--- src/rtl/pc_next_unit.sv ---
// rtl/pc_next_unit.sv - MIPS next-PC select with EPC capture and a JAL/JR return-address stack
module pc_next_unit #(
  parameter int                ADDR_W    = 32,
  parameter logic [ADDR_W-1:0] RESET_VEC = '0,
  parameter logic [ADDR_W-1:0] EXC_VEC   = ADDR_W'('h80),
  parameter int                RAS_DEPTH = 4
) (
  input  logic              i_clk,
  input  logic              i_reset,
  input  logic              i_pc_write,
  input  logic [2:0]        i_pc_source,
  input  logic              i_zero,
  input  logic              i_neg,
  input  logic              i_exc_req,
  input  logic              i_is_link,
  input  logic [ADDR_W-1:0] i_seq_addr,
  input  logic [ADDR_W-1:0] i_branch_addr,
  input  logic [ADDR_W-1:0] i_jump_addr,
  input  logic [ADDR_W-1:0] i_reg_addr,
  output logic [ADDR_W-1:0] o_pc,
  output logic [ADDR_W-1:0] o_epc,
  output logic              o_taken,
  output logic              o_last_taken,
  output logic              o_align_err,
  output logic              o_ras_mismatch,
  output logic [ADDR_W-1:0] o_ras_top,
  output logic              o_ras_empty,
  output logic              o_ras_full
);

  localparam int PTR_W = (RAS_DEPTH > 1) ? $clog2(RAS_DEPTH) : 1;
  localparam int CNT_W = $clog2(RAS_DEPTH + 1);

  localparam logic [2:0] SRC_BEQ  = 3'b001;
  localparam logic [2:0] SRC_BNE  = 3'b010;
  localparam logic [2:0] SRC_J    = 3'b011;
  localparam logic [2:0] SRC_JR   = 3'b100;
  localparam logic [2:0] SRC_BLEZ = 3'b101;
  localparam logic [2:0] SRC_BGTZ = 3'b110;

  logic [ADDR_W-1:0] r_pc;
  logic [ADDR_W-1:0] r_epc;
  logic              r_last_taken;
  logic              r_align_err;
  logic              r_ras_mismatch;
  logic [ADDR_W-1:0] r_ras [RAS_DEPTH];
  logic [PTR_W-1:0]  r_sp;
  logic [CNT_W-1:0]  r_cnt;

  logic [ADDR_W-1:0] w_target;
  logic              w_taken;
  logic              w_misalign;
  logic              w_exc;
  logic              w_trap;
  logic              w_commit;
  logic              w_push;
  logic              w_pop;
  logic              w_empty;
  logic              w_full;
  logic [PTR_W-1:0]  w_top_idx;
  logic [ADDR_W-1:0] w_top;

  always_comb begin
    w_target = i_seq_addr;
    w_taken  = 1'b0;
    case (i_pc_source)
      SRC_BEQ:  if (i_zero)           begin w_target = i_branch_addr; w_taken = 1'b1; end
      SRC_BNE:  if (!i_zero)          begin w_target = i_branch_addr; w_taken = 1'b1; end
      SRC_BLEZ: if (i_neg || i_zero)  begin w_target = i_branch_addr; w_taken = 1'b1; end
      SRC_BGTZ: if (!i_neg && !i_zero) begin w_target = i_branch_addr; w_taken = 1'b1; end
      SRC_J:    begin w_target = i_jump_addr; w_taken = 1'b1; end
      SRC_JR:   begin w_target = i_reg_addr;  w_taken = 1'b1; end
      default:  ;
    endcase
  end

  // Exceptions outrank alignment traps; neither touches the RAS.
  assign w_misalign = (w_target[1:0] != 2'b00);
  assign w_exc      = i_pc_write && i_exc_req;
  assign w_trap     = i_pc_write && !i_exc_req && w_misalign;
  assign w_commit   = i_pc_write && !i_exc_req && !w_misalign;

  assign w_empty   = (r_cnt == '0);
  assign w_full    = (r_cnt == CNT_W'(RAS_DEPTH));
  assign w_top_idx = r_sp - PTR_W'(1);
  assign w_top     = w_empty ? '0 : r_ras[w_top_idx];

  assign w_push = w_commit && (i_pc_source == SRC_J) && i_is_link;
  assign w_pop  = w_commit && (i_pc_source == SRC_JR) && !w_empty;

  always_ff @(posedge i_clk or posedge i_reset) begin
    if (i_reset) begin
      r_pc           <= RESET_VEC;
      r_epc          <= '0;
      r_last_taken   <= 1'b0;
      r_align_err    <= 1'b0;
      r_ras_mismatch <= 1'b0;
      r_sp           <= '0;
      r_cnt          <= '0;
    end else begin
      r_align_err    <= 1'b0;
      r_ras_mismatch <= 1'b0;
      if (i_pc_write) begin
        r_last_taken <= w_taken;
        if (w_exc || w_trap) begin
          r_pc  <= EXC_VEC;
          r_epc <= r_pc;
        end else begin
          r_pc <= w_target;
        end
        r_align_err <= w_trap;
      end
      // Stack pointer wraps, so a push when full overwrites the oldest entry.
      if (w_push) begin
        r_sp <= r_sp + PTR_W'(1);
        if (!w_full) r_cnt <= r_cnt + CNT_W'(1);
      end else if (w_pop) begin
        r_sp           <= w_top_idx;
        r_cnt          <= r_cnt - CNT_W'(1);
        r_ras_mismatch <= (w_top != i_reg_addr);
      end
    end
  end

  always_ff @(posedge i_clk) begin
    if (w_push && !i_reset) r_ras[r_sp] <= i_seq_addr;
  end

  assign o_pc           = r_pc;
  assign o_epc          = r_epc;
  assign o_taken        = w_taken;
  assign o_last_taken   = r_last_taken;
  assign o_align_err    = r_align_err;
  assign o_ras_mismatch = r_ras_mismatch;
  assign o_ras_top      = w_top;
  assign o_ras_empty    = w_empty;
  assign o_ras_full     = w_full;

endmodule
--- config.mk ---
export PLATFORM = sky130hd
export DESIGN_NAME = pc_next_unit
export DESIGN_NICKNAME = d
export VERILOG_FILES = /design/src/rtl/pc_next_unit.sv
export SDC_FILE = /design/constraint.sdc
export NUM_CORES = 1
export LEC_CHECK = 0
export ABC_AREA = 1
export CAP_MARGIN = 30
export CORE_MARGIN = 2
export CORE_UTILIZATION = 45
export CTS_CLUSTER_SIZE = 40
export DETAILED_ROUTE_END_ITERATION = 6
export DONT_BUFFER_PORTS = 1
export HOLD_SLACK_MARGIN = 0.05
export MAX_ROUTING_LAYER = met4
export PLACE_DENSITY = 0.65
export SKIP_LAST_GASP = 1
export SLEW_MARGIN = 30
export SYNTH_ARGS = -nofsm -noshare
export SYNTH_HDL_FRONTEND = slang
export SYNTH_SLANG_ARGS = --single-unit
--- constraint.sdc ---
create_clock -name i_clk -period 3.3 [get_ports i_clk]
set_input_delay 0.165 -clock i_clk [delete_from_list [all_inputs] [get_ports i_clk]]
set_output_delay 0.165 -clock i_clk [all_outputs]
set_load 0.1 [all_outputs]
== Yosys cells after proc, flatten, opt, wreduce, memory -nomap -nowiden ==
Memory sizes are Yosys's and may differ from the RTL's.
Index checks and enable logic that the tools add are counted.

* Register bits: 72
* Latch bits: 0
* Bits in writable memories: 128
* Memory bits (read-only): 0
* Input port bits: 138
* Output and inout port bits: 102
* Logic and storage cells: 67
* Memories: 1

* Add/sub/neg operators: 4
* Multiply operators: 0
* Divide/modulo/power cells: 0
* Order comparisons: 0
* Equality and inequality tests: 9
* Shift operators: 0
* Mux-type cells: 22
* Bitwise operators: 0
* Reductions and logical operators: 24

{| class="wikitable"
|+ Memory list
! name !! words !! bits a word !! rd ports !! clocked after Yosys merged registers in !! write ports !! line !! source
|-
| r_ras || 4 || 32 || 1 || 0 || 1 || 46 || <nowiki>logic [ADDR_W-1:0] r_ras [RAS_DEPTH];</nowiki>
|}

{| class="wikitable"
|+ Operators with widths
! cell !! number
|-
| $mux 32 || 6
|-
| $pmux 32 s6 || 1
|-
| $ne 32x32->1 || 1
|-
| $eq 3x3->1 const B || 4
|-
| $logic_and 1x1->1 || 10
|-
| $mux 1 || 9
|-
| $mux 3 || 3
|-
| $eq 3x2->1 const B || 2
|-
| $logic_not 1->1 || 6
|-
| $pmux 1 s5 || 1
|-
| $mux 2 || 2
|-
| $reduce_and 2->1 || 2
|-
| $reduce_bool 2->1 || 2
|-
| $add 3x1->3 const B || 1
|-
| $eq 3x1->1 const B || 1
|-
| $logic_not 3->1 || 1
|-
| $sub 3x1->3 const B || 1
|-
| $add 2x1->2 const B || 1
|-
| $logic_or 1x1->1 || 2
|-
| $ne 2x2->1 const B || 1
|-
| $reduce_or 2->1 || 1
|-
| $sub 2x1->2 const B || 1
|}

== Logic depth before layout (Yosys ltp) ==
* Depth after elaboration: 12
* Depth in mapped cells: 20

== Worst setup path before layout ==
OpenSTA, ideal clock, no wires.

* Kind: input to register
* Start point: in i_reset
* End point: mem r_ras[0][0], enable pin
* Setup time: 0.421 ns
* Arrival time: 3.435 ns
* Data required time: 2.879 ns
* Path slack: -0.556 ns
* Cell stages on the path: 3
* Buffers on the path: 0
* Cells stage by stage: inv_1 -> nand2_1 -> nor2_1

* Cells in the longest elaborated chain, start to end: 4

{| class="wikitable"
|+ Ends and longest elaborated chain
! item !! line !! source
|-
| start: declaration || 9 || <nowiki>input logic i_reset,</nowiki>
|-
| $logic_not 1->1 || 126 || <nowiki>if (w_push && !i_reset) r_ras[r_sp] <= i_seq_addr;</nowiki>
|-
| $logic_and 1x1->1 || 126 ||
|-
| $mux 1 || 126 ||
|-
| $mux 1 (implied by the code) || 126 ||
|-
| end: declaration || 46 ||
|}

Every way passes these cells.

== Worst setup path after layout ==
* Start point: reg r_sp[1]
* End point: out o_ras_top[15]

* Cells in the longest elaborated chain, start to end: 3

{| class="wikitable"
|+ Ends and longest elaborated chain
! item !! line !! source
|-
| start: declaration || 47 || <nowiki>logic [PTR_W-1:0] r_sp;</nowiki>
|-
| start signal: assignment || 115 || <nowiki>r_sp <= r_sp + PTR_W'(1);</nowiki>
|-
| start signal: assignment || 118 || <nowiki>r_sp <= w_top_idx;</nowiki>
|-
| $sub 2x1->2 || 85 || <nowiki>assign w_top_idx = r_sp - PTR_W'(1);</nowiki>
|-
| $mem_v2 4x32 || n/a ||
|-
| $mux 32 || 86 || <nowiki>assign w_top = w_empty ? '0 : r_ras[w_top_idx];</nowiki>
|-
| end: declaration || 26 || <nowiki>output logic [ADDR_W-1:0] o_ras_top,</nowiki>
|}

Every way passes these cells.

==> metrics <==
Core Box Area 21020 µm²; Area after DPL 10550 µm²; fraction of layout instances using a drive strength above 1 9.225%; Final HPWL DP 22.68 mm; critical-path cell list inv_1 > ha_1 > buf_4 > o21ai_0 > o22ai_1 > nand2_1 > inv_1 > buf_12; Synthesized Nets approximately 1200; Max Root-Sink Buffers 2; Worst-path clk slew 0.07 ns; Hold WC Path Type in2reg; clock skew 0.008195 ns; clock sinks 200; post-CTS setup buffers 0; syn avg cell area around 8.9 µm²; total power between 10000 and 15000 µW; H-tree lvl count 4; Initial Utilization approximately 46%; DRT antenna net count 0; Hold Vio Cnt, Final 0; status finished clean; All-Layer GR Usage between 20% and 30%; area of the multi-input gates 3257 µm²; die area 22620 µm²; cells after synthesis 1081; crit path max fanout 33; Commonest cells post-synth 242 x nand2_1, 159 x nor2_1, 147 x o21ai_0, 128 x edfxtp_1, 125 x inv_1; Max Slew Vio Count 0; dominant cell type by area after synthesis edfxtp_1; # rows 53; largest family of logic cells by synthesized area simple AND/OR/NAND/NOR gates; Wirelength per Cell 22.05 µm; worst-skew pair later-pin latency about 0.43 ns; Synth Flop Type edfxtp_1; Crit-path slowest cell dfrtp_1; Unique masters post-synth 28; setup violators final 0; crit start category flip-flop; RSZ-0062 raised after global routing no; crit path time final 2.650 ns; Total Routed Length roughly 31 mm; Synth top area share between 30% and 40%; Arr. time, crit path ~2.5 ns; mux share of post-synthesis cell area 0%; GRT Residual Overflow 0; max_cap viols 0; register bit total from synthesis 200; Area contributors post-synth edfxtp_1 40%, dfrtp_1 19%, nand2_1 9.4%; largest net degree at the start of global routing 67; vias in the first global route 7522; Nets 1279; most frequent cell after synthesis nand2_1; TritonCTS buffer count 17; sequential area share after synthesis 58.54%; vias per cell roughly 5.6; Die W 150.4 µm; Worst-Margin Slew 0.9983 ns; Port Buffers 0; VDD IR-drop max roughly 0.79 mV; FILL cells 1835; post-synthesis async set-or-reset flop share 36.00%; RD Place Congestion 0.9515; delay of the slowest cell on the worst path 0.40 ns; CTS tree yes; Setup CP Type reg2out; Compound-Gate Fraction of Synth Area 12.24%; Rel. slew slack 33.45%; Critical Path RT between 3 and 4 ns; crit path buf inv count 4; total leakage power 0.004867 µW; DR DRC count 0; 1st-iter DRT viols 843; Synth Area in Simple Gates 19.36%; period utilization roughly four fifths; fmax approximately 0.38 GHz; first-pass GRT wire length between 40 and 50 mm; Synth Area in Adders 0.7266%; antenna violations before repair 1; Area Overhead vs Synth 19.87%; via count between 7000 and 8000; post-cts resize count 0; synthesized area about 9600 µm²; height of the die 150.4 µm; P per Cell Area 1152 nW/µm²; Post-Synth XOR/XNOR Area 1.090%; setup_tns 0 ns; CP dominant cell by count inv_1; EDFF count, synth 128; yosys warns 0; Reg2Reg Setup Slack 0.78 ns; Boundary Pins 240; Final Cell Area roughly 12000 µm²; CP Capture Type output port; clock root cell clkbuf_16; register area 5647 µm²; detailed-router iteration count before antenna repair 5; delay-heaviest family, CP buffers and inverters
-- cell families (layout without fill, tap and decap cells) --
| group | count (synthesis) | after routing |
|---|---|---|
| buffers and inverters | 190 | 258 |
| flip-flops | 200 | 200 |
| AND/OR/NAND/NOR | 462 | 462 |
| other | 0 | 3 |
| adder cells (fa/ha/maj) | 5 | 5 |
| XOR/XNOR | 12 | 12 |
| AO/OA/AOI/OAI | 212 | 212 |
-- where the power goes --
part | total (µW) | leakage, µW | switching (µW) | internal (µW)
logic | 7980 | 0.00245 | 5670 | 2310
registers | 3290 | 0.00212 | 539 | 2750
clock network | 2050 | 0.000296 | 949 | 1110
total | 13300 | 0.00487 | 7160 | 6160
-- state kept, by name, summed over array words and instances, names as in the netlist --
signal / flops
o_last_taken: 1
o_pc: 32
o_epc: 32
r_ras: 128
o_align_err: 1
o_ras_mismatch: 1
r_cnt: 3
r_sp: 2
-- metrics by stage --
step	worst slack (ns)	util [%]	cells	hold slack, ns
after floorplan	0.09408	-	1081	0.2358
after global placement	0.7029	50.18	1351	0.2324
after detailed placement	0.6742	50.18	1351	0.2225
after CTS	0.6541	54.95	1424	0.05110
after global routing	0.4782	54.96	1425	0.09239
final	0.6503	54.98	1427	0.06357
-- cell type report --
class | instances | area share (%)
Antenna cell | 3 | 0.06495
Clock buffer | 21 | 4.352
Clock inverter | 11 | 0.6928
Inverter | 130 | 4.254
Multi-Input combinational cell | 691 | 28.18
Sequential cell | 200 | 48.85
Tap cell | 275 | 2.977
Timing Repair Buffer | 96 | 10.63
-- tightest hold or removal path: stages --
cell	delay (ns)
o21ai_0	0.06
o2111ai_1	0.10
nand2_1	0.06
o21ai_0	0.07
-- metal layers --
layer  vias to the layer above  GRT usage, %  part of all wire, %
met5                         -             -                    0
met4                         0         6.226                  1.6
met3                        33         7.485                   11
met2                       425         43.91                   46
met1                      3777         40.00                   42
li1                       3702             -                    -
-- cell usage in the layout, fill, tap and decap left out, types with 3 or more instances in the layout --
cell,Yosys,final
o21ai_1,23,23
o2111ai_1,27,27
clkinv_2,0,3
inv_2,5,6
diode_2,0,3
dlygate4sd3_1,0,40
nor2_1,159,155
nand3_1,23,23
clkbuf_16,0,19
inv_1,125,123
inv_6,0,4
o22ai_1,5,5
nand4_1,31,31
edfxtp_1,128,128
a21oi_1,7,7
ha_1,4,4
nor2_4,1,5
xor2_1,12,12
dfrtp_1,72,71
buf_4,5,24
o21ai_0,147,147
nand2_1,242,242
buf_12,0,31
-- timing repair --
| item | CTS | global route |
|---|---|---|
| endpoints found under the setup margin | 0 | 0 |
| hold buffers | 41 | 0 |
| hold endpoints to repair | 192 | 0 |
-- path summary, 6_finish.rpt --
path                                      startpoint  depth (start not counted)                        to
min in group asynchronous                    i_reset                          3       o_pc[1]$_DFFE_PP0P_
worst max register to register   r_sp[1]$_DFFE_PP0P_                         13  o_ras_mismatch$_DFF_PP0_
worst min register to register  r_cnt[2]$_DFFE_PP0P_                          2      r_cnt[2]$_DFFE_PP0P_
max in group asynchronous                    i_reset                          4       r_sp[0]$_DFFE_PP0P_
worst min-delay path               i_branch_addr[28]                          4      o_pc[28]$_DFFE_PP0P_
worst max-delay path             r_sp[1]$_DFFE_PP0P_                          8             o_ras_top[15]
Power figures use the tool's default switching activity.
